<file path="config.mk">
export PLATFORM = sky130hd
export DESIGN_NAME = smvm_stream_scheduler
export DESIGN_NICKNAME = d
export VERILOG_FILES = /design/src/rtl/smvm_pkg.sv /design/src/rtl/coo_lane_unpack.sv /design/src/rtl/smvm_stream_scheduler.sv
export SDC_FILE = /design/constraint.sdc
export NUM_CORES = 1
export LEC_CHECK = 0
export CAP_MARGIN = 20
export CORE_AREA = 2 2 330 332
export DETAILED_ROUTE_END_ITERATION = 10
export DIE_AREA = 0 0 332 334
export PLACE_DENSITY_LB_ADDON = 0.25
export SLEW_MARGIN = 15
export SYNTH_ARGS = -nofsm -noshare
export SYNTH_HDL_FRONTEND = slang
export SYNTH_HIERARCHICAL = 1
export SYNTH_SLANG_ARGS = --single-unit
</file>
<file path="constraint.sdc">
create_clock -name clk -period 3 [get_ports clk]
set_input_delay 0.6 -clock clk [delete_from_list [all_inputs] [get_ports clk]]
set_output_delay 0.6 -clock clk [all_outputs]
set_load 0.05 [all_outputs]
</file>
<file path="src/rtl/smvm_pkg.sv">
// rtl/smvm_pkg.sv - shared types, entry layout and sentinel helper for the SpMV scheduler
package smvm_pkg;

  typedef enum logic [1:0] {
    ST_IDLE,
    ST_FETCH,
    ST_DRAIN,
    ST_FINISHED
  } sched_state_t;

  localparam int ENTRY_W   = 96;
  localparam int FIELD_W   = 32;
  localparam int VALUE_LSB = 64;
  localparam int COL_LSB   = 32;
  localparam int ROW_LSB   = 0;

  // Entry that tells the multiplier a lane has no more work: row = num_rows, value/col = 0
  function automatic logic [ENTRY_W-1:0] sentinel_entry(input int unsigned num_rows);
    logic [ENTRY_W-1:0] e;
    e = '0;
    e[ROW_LSB +: FIELD_W] = num_rows[FIELD_W-1:0];
    return e;
  endfunction

endpackage

</file>
<file path="src/rtl/coo_lane_unpack.sv">
// rtl/coo_lane_unpack.sv - per-lane COO field split with past-the-end masking
module coo_lane_unpack
  import smvm_pkg::*;
#(
  parameter int NUM_CHANNELS = 4,
  parameter int NUM_ROWS     = 128,
  parameter int ADDR_W       = 10
) (
  input  logic [NUM_CHANNELS*ENTRY_W-1:0] entry_word,
  input  logic [ADDR_W-1:0]               word_idx,
  input  logic [31:0]                     nnz,
  output logic [NUM_CHANNELS*32-1:0]      values,
  output logic [NUM_CHANNELS*32-1:0]      col_id,
  output logic [NUM_CHANNELS*32-1:0]      row_id
);

  logic [ENTRY_W-1:0] entry;
  logic [31:0]        idx;

  // Split each lane and replace entries beyond the last nonzero with the sentinel
  always_comb begin
    values = '0;
    col_id = '0;
    row_id = '0;
    entry  = '0;
    idx    = '0;
    for (int k = 0; k < NUM_CHANNELS; k++) begin
      idx   = 32'(word_idx) * 32'(NUM_CHANNELS) + 32'(k);
      entry = entry_word[k*ENTRY_W +: ENTRY_W];
      if (idx >= nnz) begin
        entry = sentinel_entry(NUM_ROWS);
      end
      values[k*32 +: 32] = entry[VALUE_LSB +: FIELD_W];
      col_id[k*32 +: 32] = entry[COL_LSB +: FIELD_W];
      row_id[k*32 +: 32] = entry[ROW_LSB +: FIELD_W];
    end
  end

endmodule

</file>
<file path="src/rtl/smvm_stream_scheduler.sv">
// rtl/smvm_stream_scheduler.sv - one-shot COO entry fetch and lane issue controller
module smvm_stream_scheduler
  import smvm_pkg::*;
#(
  parameter int NUM_CHANNELS = 4,
  parameter int NUM_ROWS     = 128,
  parameter int NNZ_MAX      = 4096,
  parameter int ADDR_W       = 10
) (
  input  logic                            clk,
  input  logic                            rst_l,
  input  logic                            start,
  input  logic [31:0]                     nnz,
  output logic                            mem_rd_en,
  output logic [ADDR_W-1:0]               mem_addr,
  input  logic [NUM_CHANNELS*ENTRY_W-1:0] mem_rdata,
  output logic [NUM_CHANNELS*32-1:0]      values,
  output logic [NUM_CHANNELS*32-1:0]      col_id,
  output logic [NUM_CHANNELS*32-1:0]      row_id,
  output logic                            rdy,
  input  logic                            accum_done,
  output logic                            busy,
  output logic                            finished,
  output logic                            error,
  output logic [31:0]                     cycle_count
);

  sched_state_t state, state_n;
  logic [ADDR_W-1:0] w, last_w, idx_d;
  logic [31:0]       nnz_q;
  logic              rd_d;
  logic              accept, too_big;
  logic [NUM_CHANNELS*32-1:0] un_values, un_col_id, un_row_id;

  assign accept    = (state == ST_IDLE) && start;
  assign too_big   = nnz > 32'(NNZ_MAX);
  assign mem_rd_en = (state == ST_FETCH);
  assign mem_addr  = mem_rd_en ? w : '0;
  assign busy      = (state == ST_FETCH) || (state == ST_DRAIN);
  assign finished  = (state == ST_FINISHED);

  // Next-state selection for the job sequence
  always_comb begin
    state_n = state;
    case (state)
      ST_IDLE: begin
        if (start) begin
          if (too_big)           state_n = ST_FINISHED;
          else if (nnz == 32'd0) state_n = ST_DRAIN;
          else                   state_n = ST_FETCH;
        end
      end
      ST_FETCH:    if (w == last_w) state_n = ST_DRAIN;
      ST_DRAIN:    if (accum_done)  state_n = ST_FINISHED;
      ST_FINISHED: state_n = ST_FINISHED;
      default:     state_n = ST_IDLE;
    endcase
  end

  // State, word counter, job latches and the cycle counter
  always_ff @(posedge clk or negedge rst_l) begin
    if (!rst_l) begin
      state       <= ST_IDLE;
      w           <= '0;
      last_w      <= '0;
      nnz_q       <= '0;
      error       <= 1'b0;
      cycle_count <= '0;
      rd_d        <= 1'b0;
      idx_d       <= '0;
    end else begin
      state <= state_n;
      rd_d  <= mem_rd_en;
      idx_d <= w;
      if (accept) begin
        nnz_q       <= nnz;
        last_w      <= ADDR_W'((nnz - 32'd1) / 32'(NUM_CHANNELS));
        w           <= '0;
        error       <= too_big;
        cycle_count <= '0;
      end else begin
        if (state == ST_FETCH) w <= w + 1'b1;
        if (busy && (cycle_count != '1)) cycle_count <= cycle_count + 32'd1;
      end
    end
  end

  coo_lane_unpack #(
    .NUM_CHANNELS (NUM_CHANNELS),
    .NUM_ROWS     (NUM_ROWS),
    .ADDR_W       (ADDR_W)
  ) u_unpack (
    .entry_word (mem_rdata),
    .word_idx   (idx_d),
    .nnz        (nnz_q),
    .values     (un_values),
    .col_id     (un_col_id),
    .row_id     (un_row_id)
  );

  // Output stage: load returned words, otherwise show the all-finished sentinel after issue
  always_ff @(posedge clk or negedge rst_l) begin
    if (!rst_l) begin
      rdy    <= 1'b0;
      values <= '0;
      col_id <= '0;
      row_id <= '0;
    end else begin
      rdy <= rd_d;
      if (rd_d) begin
        values <= un_values;
        col_id <= un_col_id;
        row_id <= un_row_id;
      end else if ((state == ST_DRAIN) || (state == ST_FINISHED)) begin
        values <= '0;
        col_id <= '0;
        row_id <= {NUM_CHANNELS{32'(NUM_ROWS)}};
      end
    end
  end

endmodule

</file>
==> summary.txt <==
Clock tree
  • Number of clock sinks seen by CTS: approximately 480
  • Number of buffers on the longest clock path: 3
  • CTS Buf Count: 60
  • TritonCTS clock tree: built
  • Number of H-tree levels: 2
  • Clock edge transition at the registers on the reported setup and hold paths: 0.07 ns
  • Clk Latency, worst-skew pair: between 0.6 and 0.7 ns
  • Clock tree root buffer cell: sky130_fd_sc_hd__clkbuf_16

STA
  • Fin crit share: 0.930
  • Count of endpoints failing setup in the final report: 0
  • Max Clock Freq: 359 MHz
  • Final Hold Vio Count: 0
  • Hold_ws: about 0.48 ns
  • Total Neg Setup Slack: 0 ns
  • Final clock skew: between 0.02 and 0.03 ns
  • Crit path setup slack, layout: about 0.21 ns
  • Unrepaired setup endpoints after global routing: no
  • Post-layout minimum cycle time: about 2.8 ns
  • Worst relative slew slack: 0.376
  • Pins over their slew limit: 0
  • Transition time at the pin with the least slew margin: about 0.94 ns

Global route
  • Number of antenna violations at the first check in global routing: 23
  • Largest net degree at the start of global routing: approximately 170
  • First-pass GRT wire length: 148000 um
  • Vias in the first global route: approximately 21k
  • GRT Util Overall: 0.176
  • Final global-route overflow total: 0

Placed design
  • Cell area reported after detailed placement: about 33000 um2
  • # placed instances: approximately 4.2k
  • Post-DP HPWL: between 70000 and 80000 um
  • Dpl ws: around 0.19 ns
  • Port Buf Inserts: 850
  • Global placement routability congestion: between 0.8 and 0.9

Synth
  • Fraction of the mapped netlist area in simple logic gates: 0.116
  • Ys Warns: 6
  • Complex-gate fraction of the synthesized area: 0.239
  • Synthesized netlist net count: about 2.5k
  • Combined area of all synthesized cells: ~22000 um2
  • Top post-synthesis cells by count: sky130_fd_sc_hd__dfrtp_1, sky130_fd_sc_hd__a22o_1, sky130_fd_sc_hd__inv_1, sky130_fd_sc_hd__and3_1, sky130_fd_sc_hd__a211oi_1
  • Share of the synthesized netlist area taken by xor and xnor gates: 0.0113
  • Post-synthesis cell type count: 56
  • Fraction of registers with async set or reset after synthesis: 1.00
  • Synth Area in Adders: 0.00949
  • Cell types with the largest area share after synthesis: sky130_fd_sc_hd__dfrtp_1, sky130_fd_sc_hd__a22o_1, sky130_fd_sc_hd__a211oi_1, sky130_fd_sc_hd__and3_1, sky130_fd_sc_hd__inv_1
  • Share of cell area taken by muxes after synthesis: 0.00145
  • Sequential fraction of the synthesis area: 0.539
  • Combinational family with the most area after synthesis: compound AO/OA/AOI/OAI gates
  • Cell count after synthesis: 2094
  • Proportion of netlist area held by the largest area contributor: 0.539
  • Cell type with the largest total area after synthesis: sky130_fd_sc_hd__dfrtp_1
  • Number of storage elements in the synthesis netlist: 483
  • Leading cell type by number of instances after synthesis: sky130_fd_sc_hd__dfrtp_1
  • Number of enable-type register cells in the synthesized netlist: 0
  • Post-synth top flop: sky130_fd_sc_hd__dfrtp_1
  • Mean instance size in the synthesized netlist: 10.7 um2

Critical path
  • Critical Path RT: approximately 3.6 ns
  • Worst reg2reg startpoint: nnz_q[5]
  • Critical path launch point: nnz_q[5]
  • R2r worst-path depth: 8
  • Signal arrival time at the worst endpoint: 3.34 ns
  • Worst setup SP type: flop
  • Worst Setup End Kind: flop
  • Type of the setup path with the least slack: flop to flop
  • Critical register-to-register path endpoint: values[3]
  • Reg2reg setup slack: 0.21 ns
  • Crit Path Max Fanout: 72

Routing
  • Vias: roughly 20k
  • Count of routing violations after the opening detailed-route iteration: between 1k and 1.5k
  • First-pass iteration count of the detailed router: 5
  • Avg WL per Cell: roughly 23 um
  • DRC violation count after routing: 0
  • Vias per inst: about 4.6
  • Number of nets with antenna violations after detailed routing: 0
  • Wirelength, routed: 101000 um

Worst hold path
  • Min-Delay Startpoint: nnz_q[31]
  • Hold depth: 2
  • Min-Delay Path Class: flop to flop
  • Worst hold endpoint: nnz_q[31]

Flow run
  • Number of maximum-capacitance violations: 0

Cells and area
  • Final instance count without filler cells: approximately 4.4k
  • Nets@finish: about 3.3k
  • Fill cell instance count of the final layout: 11.1k
  • Area used by sequential logic in the layout: about 12000 um2
  • Footprint of the multi-input gates: 8530 um2
  • Share of cells above drive strength 1: 0.0738
  • Relative area change from synthesis to final layout: 55.0%
  • Post-route core utilization: 0.323
  • Post-route design area: around 35000 um2

Floorplan
  • Width of the chip: about 330 um
  • Num ports: 851
  • Starting utilization of the core area: 0.208
  • Row Count: 121
  • Die H: roughly 330 um
  • Total die area: 111000 um2
  • Std-Cell Core Area: 108000 um2

Pwr
  • Leakage: 15.5 nW
  • Power Total: 17.6 mW
  • Power density normalized to cell area: roughly 500 nW/um2
  • Peak VDD IR: roughly 470 uV

Run status
  • Status: finished, final reports clean
-- registers in the layout (all words and copies together) (netlist names) --
| name | count |
|---|---|
| col_id | 128 |
| idx_d | 10 |
| last_w | 10 |
| nnz_q | 32 |
| cycle_count | 32 |
| error | 1 |
| rdy | 1 |
| values | 128 |
| w | 10 |
| row_id | 128 |
| rd_d | 1 |
| state | 2 |
-- cell families (layout without fill, tap and decap cells) --
family,count (synthesis),count (layout)
multiplexers,3,3
XOR/XNOR,29,29
adder cells (fa/ha/maj),17,17
other,0,13
buffers and inverters,426,1260
flip-flops,483,483
AO/OA/AOI/OAI,667,667
AND/OR/NAND/NOR,469,469
-- where the power goes --
group / switching [mW] / leakage (nW) / internal (mW)
logic: 2.00 / 7.89 / 1.23
registers: 0.193 / 6.56 / 6.68
clock network: 3.08 / 0.991 / 4.41
-- metal layers --
layer | share of wire | vias up | GRT usage
li1 | - | 9220 | -
met5 | 0.0014 | - | 0
met2 | 0.48 | 751 | 0.291
met4 | 0.031 | 22 | 0.0569
met3 | 0.077 | 151 | 0.0535
met1 | 0.41 | 10017 | 0.218
-- placed cells by master, fill, tap and decap left out, types with 4 or more instances in the layout --
cell / count
sky130_fd_sc_hd__o21ai_0: 19
sky130_fd_sc_hd__diode_2: 13
sky130_fd_sc_hd__nand2_1: 133
sky130_fd_sc_hd__dfrtp_1: 482
sky130_fd_sc_hd__nor4_1: 10
sky130_fd_sc_hd__a31oi_1: 6
sky130_fd_sc_hd__xor2_1: 9
sky130_fd_sc_hd__a211oi_1: 190
sky130_fd_sc_hd__nor2_1: 31
sky130_fd_sc_hd__clkbuf_8: 19
sky130_fd_sc_hd__and2_1: 12
sky130_fd_sc_hd__clkbuf_1: 16
sky130_fd_sc_hd__ha_1: 17
sky130_fd_sc_hd__a22o_1: 380
sky130_fd_sc_hd__clkbuf_16: 60
sky130_fd_sc_hd__clkdlybuf4s50_1: 837
sky130_fd_sc_hd__or3_1: 16
sky130_fd_sc_hd__clkinv_2: 5
sky130_fd_sc_hd__o31ai_1: 12
sky130_fd_sc_hd__xnor2_1: 20
sky130_fd_sc_hd__or4_1: 13
sky130_fd_sc_hd__nand4_1: 14
sky130_fd_sc_hd__a2111oi_0: 4
sky130_fd_sc_hd__a21oi_1: 37
sky130_fd_sc_hd__buf_12: 29
sky130_fd_sc_hd__and3_1: 195
sky130_fd_sc_hd__buf_4: 69
sky130_fd_sc_hd__inv_1: 214
sky130_fd_sc_hd__and4_1: 6
sky130_fd_sc_hd__nand3_1: 14
-- repair_timing --
action,in CTS,in global routing
gates resized for setup,1,0
hold endpoints to repair,37,0
endpoints found under the setup margin,1,0
buffers inserted,0,0
hold buffers,1,0
-- worst max-delay path by stage --
| stage | endpoint | slack (ns) | cells after the start |
|---|---|---|---|
| 2_1_floorplan | cycle_count[28] | 0.18 | 8 |
| 3_3_place_gp | row_id[40] | 0.20 | 8 |
| 3_5_place_dp | row_id[40] | 0.19 | 8 |
| 4_1_cts | row_id[40] | 0.16 | 8 |
| 5_1_grt | values[11] | 0.03 | 8 |
| 6_report | values[3] | 0.21 | 8 |
-- final cells by class --
| cell class | instances | share of cell area |
|---|---|---|
| Antenna cell | 13 | 0.000936 |
| Timing Repair Buffer | 938 | 0.274 |
| Inverter | 214 | 0.0231 |
| Tap cell | 1414 | 0.0509 |
| Multi-Input combinational cell | 1185 | 0.245 |
| Clock inverter | 13 | 0.00597 |
| Sequential cell | 483 | 0.348 |
| Clock buffer | 95 | 0.0524 |
-- critical path, cell delays in order, from the launching register on --
cell and delay, ns:
sky130_fd_sc_hd__dfrtp_1 0.35, sky130_fd_sc_hd__inv_1 0.05, sky130_fd_sc_hd__ha_1 0.29, sky130_fd_sc_hd__a21oi_1 0.08, sky130_fd_sc_hd__o21ai_0 0.73, sky130_fd_sc_hd__o2111a_4 0.37, sky130_fd_sc_hd__buf_12 0.30, sky130_fd_sc_hd__a211oi_1 0.16
sky130_fd_sc_hd__a22o_1 0.26
No activity file was read; power rests on OpenSTA's default activity.
